--- config.mk ---
export PLATFORM = sky130hd
export DESIGN_NAME = countdown_ctrl_flat
export DESIGN_NICKNAME = d
export VERILOG_FILES = /design/src/rtl/countdown_ctrl_if.sv /design/src/rtl/countdown_ctrl.sv /design/src/flat_wrapper.sv
export SDC_FILE = /design/constraint.sdc
export NUM_CORES = 1
export LEC_CHECK = 0
export CORE_MARGIN = 8
export CORE_UTILIZATION = 46
export CTS_CLUSTER_DIAMETER = 60
export DETAILED_ROUTE_END_ITERATION = 6
export PLACE_DENSITY = 0.73
export SETUP_SLACK_MARGIN = 0.02
export SLEW_MARGIN = 0
export SYNTH_ARGS = -nofsm -noshare
export SYNTH_HDL_FRONTEND = slang
export SYNTH_SLANG_ARGS = --single-unit
--- constraint.sdc ---
create_clock -name clk -period 1.15 [get_ports clk]
set_input_delay 0.2875 -clock clk [delete_from_list [all_inputs] [get_ports clk]]
set_output_delay 0.2875 -clock clk [all_outputs]
set_load 0.03 [all_outputs]
--- src/rtl/countdown_ctrl_if.sv ---
// rtl/countdown_ctrl_if.sv - board-side signal bundle between countdown_ctrl and its surroundings
interface countdown_ctrl_if #(
  parameter int WIDTH = 4
);
  logic             tick;
  logic             start_btn;
  logic             pause_btn;
  logic [WIDTH-1:0] load_val;
  logic [WIDTH-1:0] count;
  logic [1:0]       state;
  logic             run;
  logic             done;

  // Board/top level drives the divider tick, buttons and switches
  modport master (
    output tick, start_btn, pause_btn, load_val,
    input  count, state, run, done
  );

  // The sequencer consumes them and reports count/state
  modport slave (
    input  tick, start_btn, pause_btn, load_val,
    output count, state, run, done
  );
endinterface

--- src/rtl/countdown_ctrl.sv ---
// rtl/countdown_ctrl.sv - run/pause/abort sequencer owning the countdown register
// Button conditioner: raw async button -> synchronised, debounced, one-clk rising pulse.
module countdown_btn_cond #(
  parameter int DB_LEN = 4
) (
  input  logic clk,
  input  logic reset,
  input  logic btn,
  output logic pulse
);
  localparam int CW = $clog2(DB_LEN + 1);

  logic          sync1;
  logic          sync2;
  logic          level;
  logic          level_d;
  logic [CW-1:0] db_cnt;

  // Two-flop synchroniser against metastability on the raw button
  always_ff @(posedge clk or negedge reset) begin
    if (!reset) begin
      sync1 <= 1'b0;
      sync2 <= 1'b0;
    end else begin
      sync1 <= btn;
      sync2 <= sync1;
    end
  end

  // Accept a new level only after DB_LEN consecutive disagreeing samples
  always_ff @(posedge clk or negedge reset) begin
    if (!reset) begin
      level  <= 1'b0;
      db_cnt <= '0;
    end else if (sync2 == level) begin
      db_cnt <= '0;
    end else if (db_cnt == CW'(DB_LEN - 1)) begin
      level  <= sync2;
      db_cnt <= '0;
    end else begin
      db_cnt <= db_cnt + 1'b1;
    end
  end

  // Registered one-shot on the debounced press; release produces nothing
  always_ff @(posedge clk or negedge reset) begin
    if (!reset) begin
      level_d <= 1'b0;
      pulse   <= 1'b0;
    end else begin
      level_d <= level;
      pulse   <= level & ~level_d;
    end
  end
endmodule

module countdown_ctrl #(
  parameter int WIDTH  = 4,
  parameter int DB_LEN = 4
) (
  input  logic                clk,
  input  logic                reset,
  countdown_ctrl_if.slave     bus
);
  typedef enum logic [1:0] {
    IDLE  = 2'b00,
    RUN   = 2'b01,
    PAUSE = 2'b10,
    DONE  = 2'b11
  } state_t;

  state_t           state_q;
  state_t           state_d;
  logic [WIDTH-1:0] count_q;
  logic [WIDTH-1:0] count_d;
  logic             run_q;
  logic             done_q;
  logic             start_p;
  logic             pause_p;

  countdown_btn_cond #(.DB_LEN(DB_LEN)) u_start_cond (
    .clk   (clk),
    .reset (reset),
    .btn   (bus.start_btn),
    .pulse (start_p)
  );

  countdown_btn_cond #(.DB_LEN(DB_LEN)) u_pause_cond (
    .clk   (clk),
    .reset (reset),
    .btn   (bus.pause_btn),
    .pulse (pause_p)
  );

  // Next state and next count; a terminal tick beats a pause, an abort beats a resume
  always_comb begin
    state_d = state_q;
    count_d = count_q;
    case (state_q)
      IDLE: begin
        count_d = bus.load_val;
        if (start_p) begin
          state_d = (bus.load_val == '0) ? DONE : RUN;
        end
      end
      RUN: begin
        if (bus.tick && (count_q != '0)) begin
          count_d = count_q - 1'b1;
        end
        if (bus.tick && (count_q == WIDTH'(1))) begin
          state_d = DONE;
        end else if (pause_p) begin
          state_d = PAUSE;
        end
      end
      PAUSE: begin
        if (start_p) begin
          state_d = IDLE;
        end else if (pause_p) begin
          state_d = RUN;
        end
      end
      DONE: begin
        count_d = '0;
        if (start_p) begin
          state_d = IDLE;
        end
      end
      default: begin
        state_d = IDLE;
        count_d = '0;
      end
    endcase
  end

  // State, count and the decoded flags all update on the same edge
  always_ff @(posedge clk or negedge reset) begin
    if (!reset) begin
      state_q <= IDLE;
      count_q <= '0;
      run_q   <= 1'b0;
      done_q  <= 1'b0;
    end else begin
      state_q <= state_d;
      count_q <= count_d;
      run_q   <= (state_d == RUN);
      done_q  <= (state_d == DONE);
    end
  end

  assign bus.count = count_q;
  assign bus.state = state_q;
  assign bus.run   = run_q;
  assign bus.done  = done_q;
endmodule

--- src/flat_wrapper.sv ---
// flat-port wrapper written by rule: the top's interface ports become plain ports
module countdown_ctrl_flat 
#(
  parameter int WIDTH  = 4,
  parameter int DB_LEN = 4
)
  (clk, reset, bus_tick, bus_start_btn, bus_pause_btn, bus_load_val, bus_count, bus_state, bus_run, bus_done);
  countdown_ctrl_if #(.WIDTH(WIDTH)) bus_i ();
  input  logic clk;
  input  logic reset;
  input wire logic [$bits(bus_i.tick)-1:0] bus_tick;
  input wire logic [$bits(bus_i.start_btn)-1:0] bus_start_btn;
  input wire logic [$bits(bus_i.pause_btn)-1:0] bus_pause_btn;
  input wire logic [$bits(bus_i.load_val)-1:0] bus_load_val;
  output wire logic [$bits(bus_i.count)-1:0] bus_count;
  output wire logic [$bits(bus_i.state)-1:0] bus_state;
  output wire logic [$bits(bus_i.run)-1:0] bus_run;
  output wire logic [$bits(bus_i.done)-1:0] bus_done;
  assign bus_i.tick = bus_tick;
  assign bus_i.start_btn = bus_start_btn;
  assign bus_i.pause_btn = bus_pause_btn;
  assign bus_i.load_val = bus_load_val;
  assign bus_count = bus_i.count;
  assign bus_state = bus_i.state;
  assign bus_run = bus_i.run;
  assign bus_done = bus_i.done;
  countdown_ctrl #(.WIDTH(WIDTH), .DB_LEN(DB_LEN)) u_core (.clk(clk), .reset(reset), .bus(bus_i));
endmodule
==> results of run 1 <==
[synth_stat cells]
cell / number
nor3b_1: 4
nor2_1: 5
o21ai_1: 2
a21o_1: 1
o211ai_1: 1
mux2_2: 2
nor2_4: 1
and3_2: 1
and3_1: 1
buf_4: 1
or4_4: 1
nor3_1: 2
a211oi_1: 1
nor2b_1: 5
inv_1: 5
ha_1: 4
a21oi_1: 5
or4b_4: 1
o32ai_1: 1
nor3_2: 1
nand2b_1: 2
o21ai_0: 2
o22ai_1: 2
a21boi_1: 1
xnor2_1: 3
a22oi_1: 3
nand3_1: 1
nand2_1: 6
o31ai_1: 1
buf_2: 1
dfrtp_1: 24
or3_1: 1
[sequential cells by signal, indices dropped and copies added, names as in the netlist]
signal	cells
u_core.bus.count	4
u_core.u_pause_cond.db_cnt	3
u_core.u_start_cond.db_cnt	3
u_core.bus.state	2
u_core.bus.done	1
u_core.bus.run	1
u_core.u_pause_cond.level	1
u_core.u_pause_cond.level_d	1
u_core.u_pause_cond.pulse	1
u_core.u_pause_cond.sync1	1
u_core.u_pause_cond.sync2	1
u_core.u_start_cond.level	1
u_core.u_start_cond.level_d	1
u_core.u_start_cond.pulse	1
u_core.u_start_cond.sync1	1
u_core.u_start_cond.sync2	1
[layer usage]
| layer | wire length, microns | part of all wire, % | GRT usage (%) | up-vias |
|---|---|---|---|---|
| met5 | 0 | 0 | 0 | - |
| met4 | 42 | 1.7 | 4.18 | 0 |
| met3 | 118 | 4.8 | 3.14 | 4 |
| met2 | 1270 | 52 | 21.3 | 25 |
| met1 | 1020 | 41 | 13.1 | 429 |
| li1 | - | - | - | 399 |
[stage by stage]
| step | power [mW] | setup WS [ns] | util [%] | cells | setup TNS [ns] |
|---|---|---|---|---|---|
| final | 4.68 | -0.219 | 75.0 | 159 | -2.00 |
| after floorplan | 2.63 | -0.217 | - | 92 | -0.662 |
| after detailed placement | 3.36 | -0.605 | 62.1 | 144 | -3.39 |
| after global routing | 4.93 | -0.255 | 75.0 | 159 | -2.51 |
| after CTS | 4.49 | -0.215 | 72.5 | 157 | -1.93 |
| after global placement | 3.25 | -0.583 | 62.1 | 144 | -3.14 |
[kinds of logic after synthesis]
kind of cell / count (synthesis) / share of synthesized area, %
and+or+nand+nor: 32 / 18.6
adders and majority gates: 4 / 4.75
buffers and inverters: 7 / 2.97
xor gates and xnor gates: 3 / 2.49
muxes: 2 / 2.14
DFF: 24 / 57.0
AOI/OAI and AO/OA: 20 / 12.0
[critical path, cell delays in order (launching register included)]
cell and delay [ns]:
dfrtp_2 0.45, or4b_4 0.55, nor3_2 0.13, a21oi_1 0.06
o21ai_1 0.12
[cell usage in the layout, fill, tap and decap left out, drive strengths merged, types with 2 or more instances in the layout]
cell type / instances
nor2b: 5
clkdlybuf4s50: 4
clkbuf: 3
and3: 2
ha: 4
o22ai: 2
nor2: 6
nand2: 6
xnor2: 3
nand2b: 2
dfrtp: 24
inv: 5
nor3b: 4
a22oi: 3
nor3: 3
dlygate4sd2: 4
buf: 29
a21oi: 5
mux2: 2
o21ai: 4
[worst min-delay path by stage]
stage	from	to	depth (start not counted)
2_1_floorplan	reset	u_core.bus.count[0]	0
3_3_place_gp	u_core.u_start_cond.sync1	u_core.u_start_cond.sync2	0
3_5_place_dp	u_core.u_pause_cond.sync1	u_core.u_pause_cond.sync2	0
4_1_cts	reset	u_core.bus.count[2]	2
5_1_grt	reset	u_core.bus.state[1]	2
6_report	reset	u_core.bus.count[2]	2
[cell type report]
type / count / area, sq um / share of cell area (%)
clock inverter: 1 / 30.0 / 1.83
timing repair buffer: 37 / 367 / 22.3
multi-input combinational: 61 / 562 / 34.2
tap: 28 / 35.0 / 2.13
clock buffer: 3 / 22.5 / 1.37
inverter: 5 / 18.8 / 1.14
sequential: 24 / 608 / 37.0
[power groups by stage]
stage / clock, mW / combinational, mW / sequential, mW
2_1_floorplan: 0 / 0.975 / 1.65
3_3_place_gp: 0 / 1.81 / 1.43
3_5_place_dp: 0 / 1.90 / 1.45
4_1_cts: 0.624 / 2.48 / 1.39
5_1_grt: 0.644 / 2.84 / 1.45
6_report: 0.607 / 2.65 / 1.42
[timing repair]
action | 4_1_cts | 5_1_grt
pin swaps | 10 | 1
gates cloned | 0 | 0
setup buffers | 9 | 2
endpoints found under the setup margin | 18 | 20
resized for setup | 31 | 9
hold endpoints to repair | 0 | 0
==> metrics.yaml, run 1 <==
sta:
  slew-limit-headroom_pct: 78.3
  rsz0062_at_grt: "yes"
  fin_worst_skew_ns: 0.00129
  hold_ws_ns: 0.299
  setup_viol: 14
  timing_worst_slew_pin_value_ns: 0.323
  fin_crit_ns: 1.37
  crit_share_post_route_pct: 119
  maxClockFrequency_ghz: 0.730
  fin_ws_ns: -0.219
  final_max_slew_viol_count: 0
  number_of_hold_violations_in_the_final_report: 0
setup_path:
  crit_end_element: "flip-flop"
  worst_ep_arrival_time_ns: 1.62
  timing.critical_path.from_type: "flip-flop"
  critPathLaunch: "u_core.bus.count[1]"
  regToRegStartpoint: "u_core.bus.count[1]"
  timing.reg2reg.worst_path_depth: 4
  r2r_slack_ns: -0.22
  critPathCapture: "u_core.bus.count[3]"
  crit_path_max_fanout: 3
  regToRegEndpoint: "u_core.bus.count[3]"
  critical_path_required_ns: 1.40
  worst-setup-path-type: "flip-flop to flip-flop"
pwr:
  leak_pwr_nw: 0.731
  p_sw_share_pct: 37.7
  switching_power_mw: 1.76
  power_frac_seq_pct: 30.4
  combinationalPowerShare_pct: 56.6
  internal_power_mw: 2.91
  clock_share_of_power_pct: 13.0
  vdd_ir_drop_max_mv: 1.68
  power_density_nw_per_um2: 2850
synthesis:
  mappedNetlistNets: 105
  post_synth_instance_area_sq_um: 1050
  yosys_cell_types: 32
  largest_cells_by_area_after_synthesis: "dfrtp_1, ha_1, nor2b_1, nor3b_1, xnor2_1"
  ys_seq_elements: 24
  synth_seq_area_share_pct: 57.0
  synth_largest_area_cell: "dfrtp_1"
  post_synth.cell_area_avg_sq_um: 11.5
  netlist_instances: 92
  yosysTopAreaCellShare_pct: 57.0
  yosys_warnings: 0
floorplan:
  floorplan.die.height_microns: 63.9
  die_w_microns: 63.9
  design.portCount: 17
  initial_core_util_pct: 48.1
  die-area_sq_um: 4080
  core_sq_um: 2190
  num_rows: 17
cells_and_area:
  fin_nets: 145
  diodes: 0
  filler_cell_count: 149
  layout.cell_area.non_filler_sq_um: 1640
  layout_overhead_on_the_synthesized_area_pct: 55.9
  ratio_of_cells_with_drive_above_1_in_the_final_layout_pct: 52.7
run:
  maxCapViolations: 0
global_routing:
  first_global_vias: 877
  antenna_found_initial: 0
  grt_first_pass_wirelength_mm: 3.92
  grt_remaining_overflow: 0
  grt_util_overall_pct: 11.9
  largest_net_degree_at_the_start_of_global_routing: 25
drt:
  vias_per_cell: 5.39
  postRouteWirelength_mm: 2.45
  drc_errors: 0
  detailedRoute.firstIterationViolations: 19
  avgRoutedWirePerCell_microns: 15.4
  detail-route-antenna-nets: 0
  route.vias.total: 857
  router_iterations_before_antenna_repair: 4
cts:
  cts_root_buffer: "clkbuf_4"
  clockBufferDepth: 2
  cts_num_sinks: 24
  cts_buffers: 3
  worst_setup_hold_path_clk_slew_ns: 0.13
  cts-hold-fix-buffers: 0
  cts_tree: "built"
  cts_max_level: 1
  clk_latency_worst_skew_pair_ns: 0.32
placement:
  gp_congestion: 0.827
  placed_standard_cell_area_sq_um: 1360
  detailed_place_hpwl_mm: 1.69
  port_buffers: 16
status:
  violations: "negative setup slack"
  outcome: "complete, but fails checks"
min_path:
  path_class_of_the_lowest_slack_min_delay_path: "input pin to asynchronous set/reset pin"
(Power assumes the default switching activity.)
==> run 2, diff against run 1 <==
--- a/config.mk
+++ b/config.mk
@@ -7,7 +7,7 @@
 export LEC_CHECK = 0
 export CORE_MARGIN = 8
 export CORE_UTILIZATION = 46
-export CTS_CLUSTER_DIAMETER = 60
+export CTS_CLUSTER_DIAMETER = 30
 export DETAILED_ROUTE_END_ITERATION = 6
 export PLACE_DENSITY = 0.73
 export SETUP_SLACK_MARGIN = 0.02
==> constraint.sdc (replaced) <==
create_clock -name clk -period 1.25 [get_ports clk]
set_input_delay 0.3125 -clock clk [delete_from_list [all_inputs] [get_ports clk]]
set_output_delay 0.3125 -clock clk [all_outputs]
set_load 0.03 [all_outputs]
==> metrics.yaml, run 2 (synthesized netlist as in run 1, its figures left out) <==
sta:
  setup_viol: 10  # -4
  timing_worst_slew_pin_value_ns: 0.269  # -0.0543 ns
  crit_share_post_route_pct: 110  # -9.1 points
  number_of_hold_violations_in_the_final_report: 0  # unchanged
  setup_tns_ns: -0.602  # +1.40 ns
  slew-limit-headroom_pct: 81.9  # +3.6 points
  rsz0062_at_grt: "yes"
  fin_worst_skew_ns: 0.00865  # +0.00736 ns
  final_max_slew_viol_count: 0  # unchanged
  maxClockFrequency_ghz: 0.728  # -0.37%
  fin_ws_ns: -0.124  # +0.0949 ns
  fin_crit_ns: 1.37  # +0.00508 ns
global_routing:
  grt_first_pass_wirelength_mm: 3.82  # -2.7%
  grt_util_overall_pct: 11.6  # -0.26 points
  antenna_found_initial: 0  # unchanged
  first_global_vias: 830  # -5.4%
  largest_net_degree_at_the_start_of_global_routing: 25  # unchanged
  grt_remaining_overflow: 0  # unchanged
pwr:
  power_density_nw_per_um2: 2610  # -8.4%
  leak_pwr_nw: 0.711  # -2.8%
  switching_power_mw: 1.55  # -12%
  p_sw_share_pct: 38.2  # +0.50 points
  combinationalPowerShare_pct: 54.1  # -2.5 points
  power_frac_seq_pct: 32.0  # +1.6 points
  clock_share_of_power_pct: 13.8  # +0.8 points
  finalPower_mw: 4.06  # -13%
  vdd_ir_drop_max_mv: 1.79  # +6.7%
  internal_power_mw: 2.51  # -14%
cells_and_area:
  ratio_of_cells_with_drive_above_1_in_the_final_layout_pct: 46.9  # -5.7 points
  largest_register_ffs: 4  # unchanged
  fin_nets: 144  # -0.69%
  mostFrequentLayoutCells: "buf_4, dfrtp_1, buf_6, dfrtp_2, nand2_1"
  post_layout_nonfiller_instances: 158  # -0.63%
  diodes: 0  # unchanged
  layout_overhead_on_the_synthesized_area_pct: 48.0
floorplan:
  floorplan.die.height_microns: 63.9  # unchanged
  initial_core_util_pct: 48.1  # unchanged
  die-area_sq_um: 4080  # unchanged
  die_w_microns: 63.9  # unchanged
  num_rows: 17  # unchanged
  design.portCount: 17  # unchanged
  core_sq_um: 2190  # unchanged
placement:
  gp_congestion: 0.801  # -3.1%
  place.detailed.instances: 145  # +0.69%
  detailed_place_hpwl_mm: 1.58  # -6.3%
  port_buffers: 16  # unchanged
drt:
  detailedRoute.firstIterationViolations: 13  # -6
  met2_wirelength_mm: 1.21  # -5.4%
  detail-route-antenna-nets: 0  # unchanged
  met3WireLength_microns: 121  # +2.5%
  router_iterations_before_antenna_repair: 4  # unchanged
  postRouteWirelength_mm: 2.40  # -2.0%
  route.vias.total: 837  # -2.3%
  met1_length_mm: 1.05  # +3.0%
  drc_errors: 0  # unchanged
  highest-signal-layer: "met4"
  avgRoutedWirePerCell_microns: 15.2  # -1.4%
  vias_per_cell: 5.30  # -1.7%
run:
  maxCapViolations: 0  # unchanged
setup_path:
  critical_path_required_ns: 1.48  # +0.08 ns
  worst-setup-path-type: "flip-flop to flip-flop"
  timing.critical_path.from_type: "flip-flop"
  worst_ep_arrival_time_ns: 1.61  # about the same
  crit_end_element: "flip-flop"
  regToRegStartpoint: "u_core.bus.count[1]"
  crit_path_max_fanout: 3  # unchanged
  critPathLaunch: "u_core.bus.count[1]"
cts:
  cts_tree: "built"
  clk_latency_worst_skew_pair_ns: 0.32  # about the same
  cts_max_level: 1  # unchanged
  cts_buffers: 3  # unchanged
  clockBufferDepth: 2  # unchanged
  cts_num_sinks: 24  # unchanged
  cts_root_buffer: "clkbuf_4"
  worst_setup_hold_path_clk_slew_ns: 0.14  # about the same
status:
  outcome: "complete, but fails checks"
  violations: "negative setup slack"
min_path:
  path_class_of_the_lowest_slack_min_delay_path: "input pin to asynchronous set/reset pin"
[run 2: final timing paths]
path | endpoint | slack (ns) | cells past startpoint
setup / recovery | u_core.bus.count[3] | -0.12 | 4
hold / removal | u_core.bus.state[0] | 0.32 | 2
setup reg to reg | u_core.bus.count[3] | -0.12 | 4
hold reg to reg | u_core.u_start_cond.sync2 | 0.37 | 0
max in group asynchronous | u_core.bus.count[3] | 0.76 | 2
min in group clk | u_core.u_start_cond.sync2 | 0.37 | 0
[run 2: layer usage]
| metal | global-route usage, % | up-vias |
|---|---|---|
| met5 | 0 | - |
| met4 | 5.01 | 0 |
| met3 | 3.66 | 4 |
| met2 | 17.8 | 20 |
| met1 | 14.7 | 412 |
| li1 | - | 401 |
[run 2: power groups by stage]
stage | combinational, mW | clock (mW) | sequential [mW]
after CTS | 1.96 | 0.571 | 1.33
after floorplan | 0.871 | 0 | 1.52
after global placement | 1.59 | 0 | 1.33
final | 2.20 | 0.563 | 1.30
after detailed placement | 1.65 | 0 | 1.34
after global routing | 2.37 | 0.602 | 1.33
[run 2: timing repair]
action,in CTS,in global routing
gates resized for setup,24,8
buffers inserted,5,4
hold buffers,0,0
pin swaps,6,4
setup endpoints to repair,12,16
[run 2: metrics by stage]
stage / cell area, sq um / setup slack (ns) / utilization [%] / hold slack (ns)
6_report: 1560 / -0.124 / 71.2 / 0.323
5_1_grt: 1560 / -0.209 / 71.2 / 0.329
4_1_cts: 1500 / -0.127 / 68.3 / 0.329
3_5_place_dp: 1340 / -0.543 / 61.2 / 0.337
3_3_place_gp: 1340 / -0.522 / 61.2 / 0.332
2_1_floorplan: 1090 / -0.117 / - / 0.0169
[run 2: area by class of cell]
| cell class | instances | area, sq um |
|---|---|---|
| clock buffers | 3 | 22.5 |
| repair buffers | 36 | 334 |
| well taps | 28 | 35.0 |
| clock inverters | 1 | 30.0 |
| multi-input cells | 61 | 510 |
| fillers | 149 | 632 |
| inverters | 5 | 18.8 |
| flip-flops and latches | 24 | 608 |
[run 2: critical path: stages, from the launching register on]
cell	delay (ns)
dfrtp_2	0.44
or4b_4	0.54
nor3_2	0.11
a21oi_1	0.05
o21ai_1	0.14
==> run 3, diff against run 2 <==
--- a/config.mk
+++ b/config.mk
@@ -5,6 +5,7 @@
 export SDC_FILE = /design/constraint.sdc
 export NUM_CORES = 1
 export LEC_CHECK = 0
+export CAP_MARGIN = 20
 export CORE_MARGIN = 8
 export CORE_UTILIZATION = 46
 export CTS_CLUSTER_DIAMETER = 30
==> results of run 3 <==
Same layout as run 2: the final DEF is identical, and so are final timing and power.
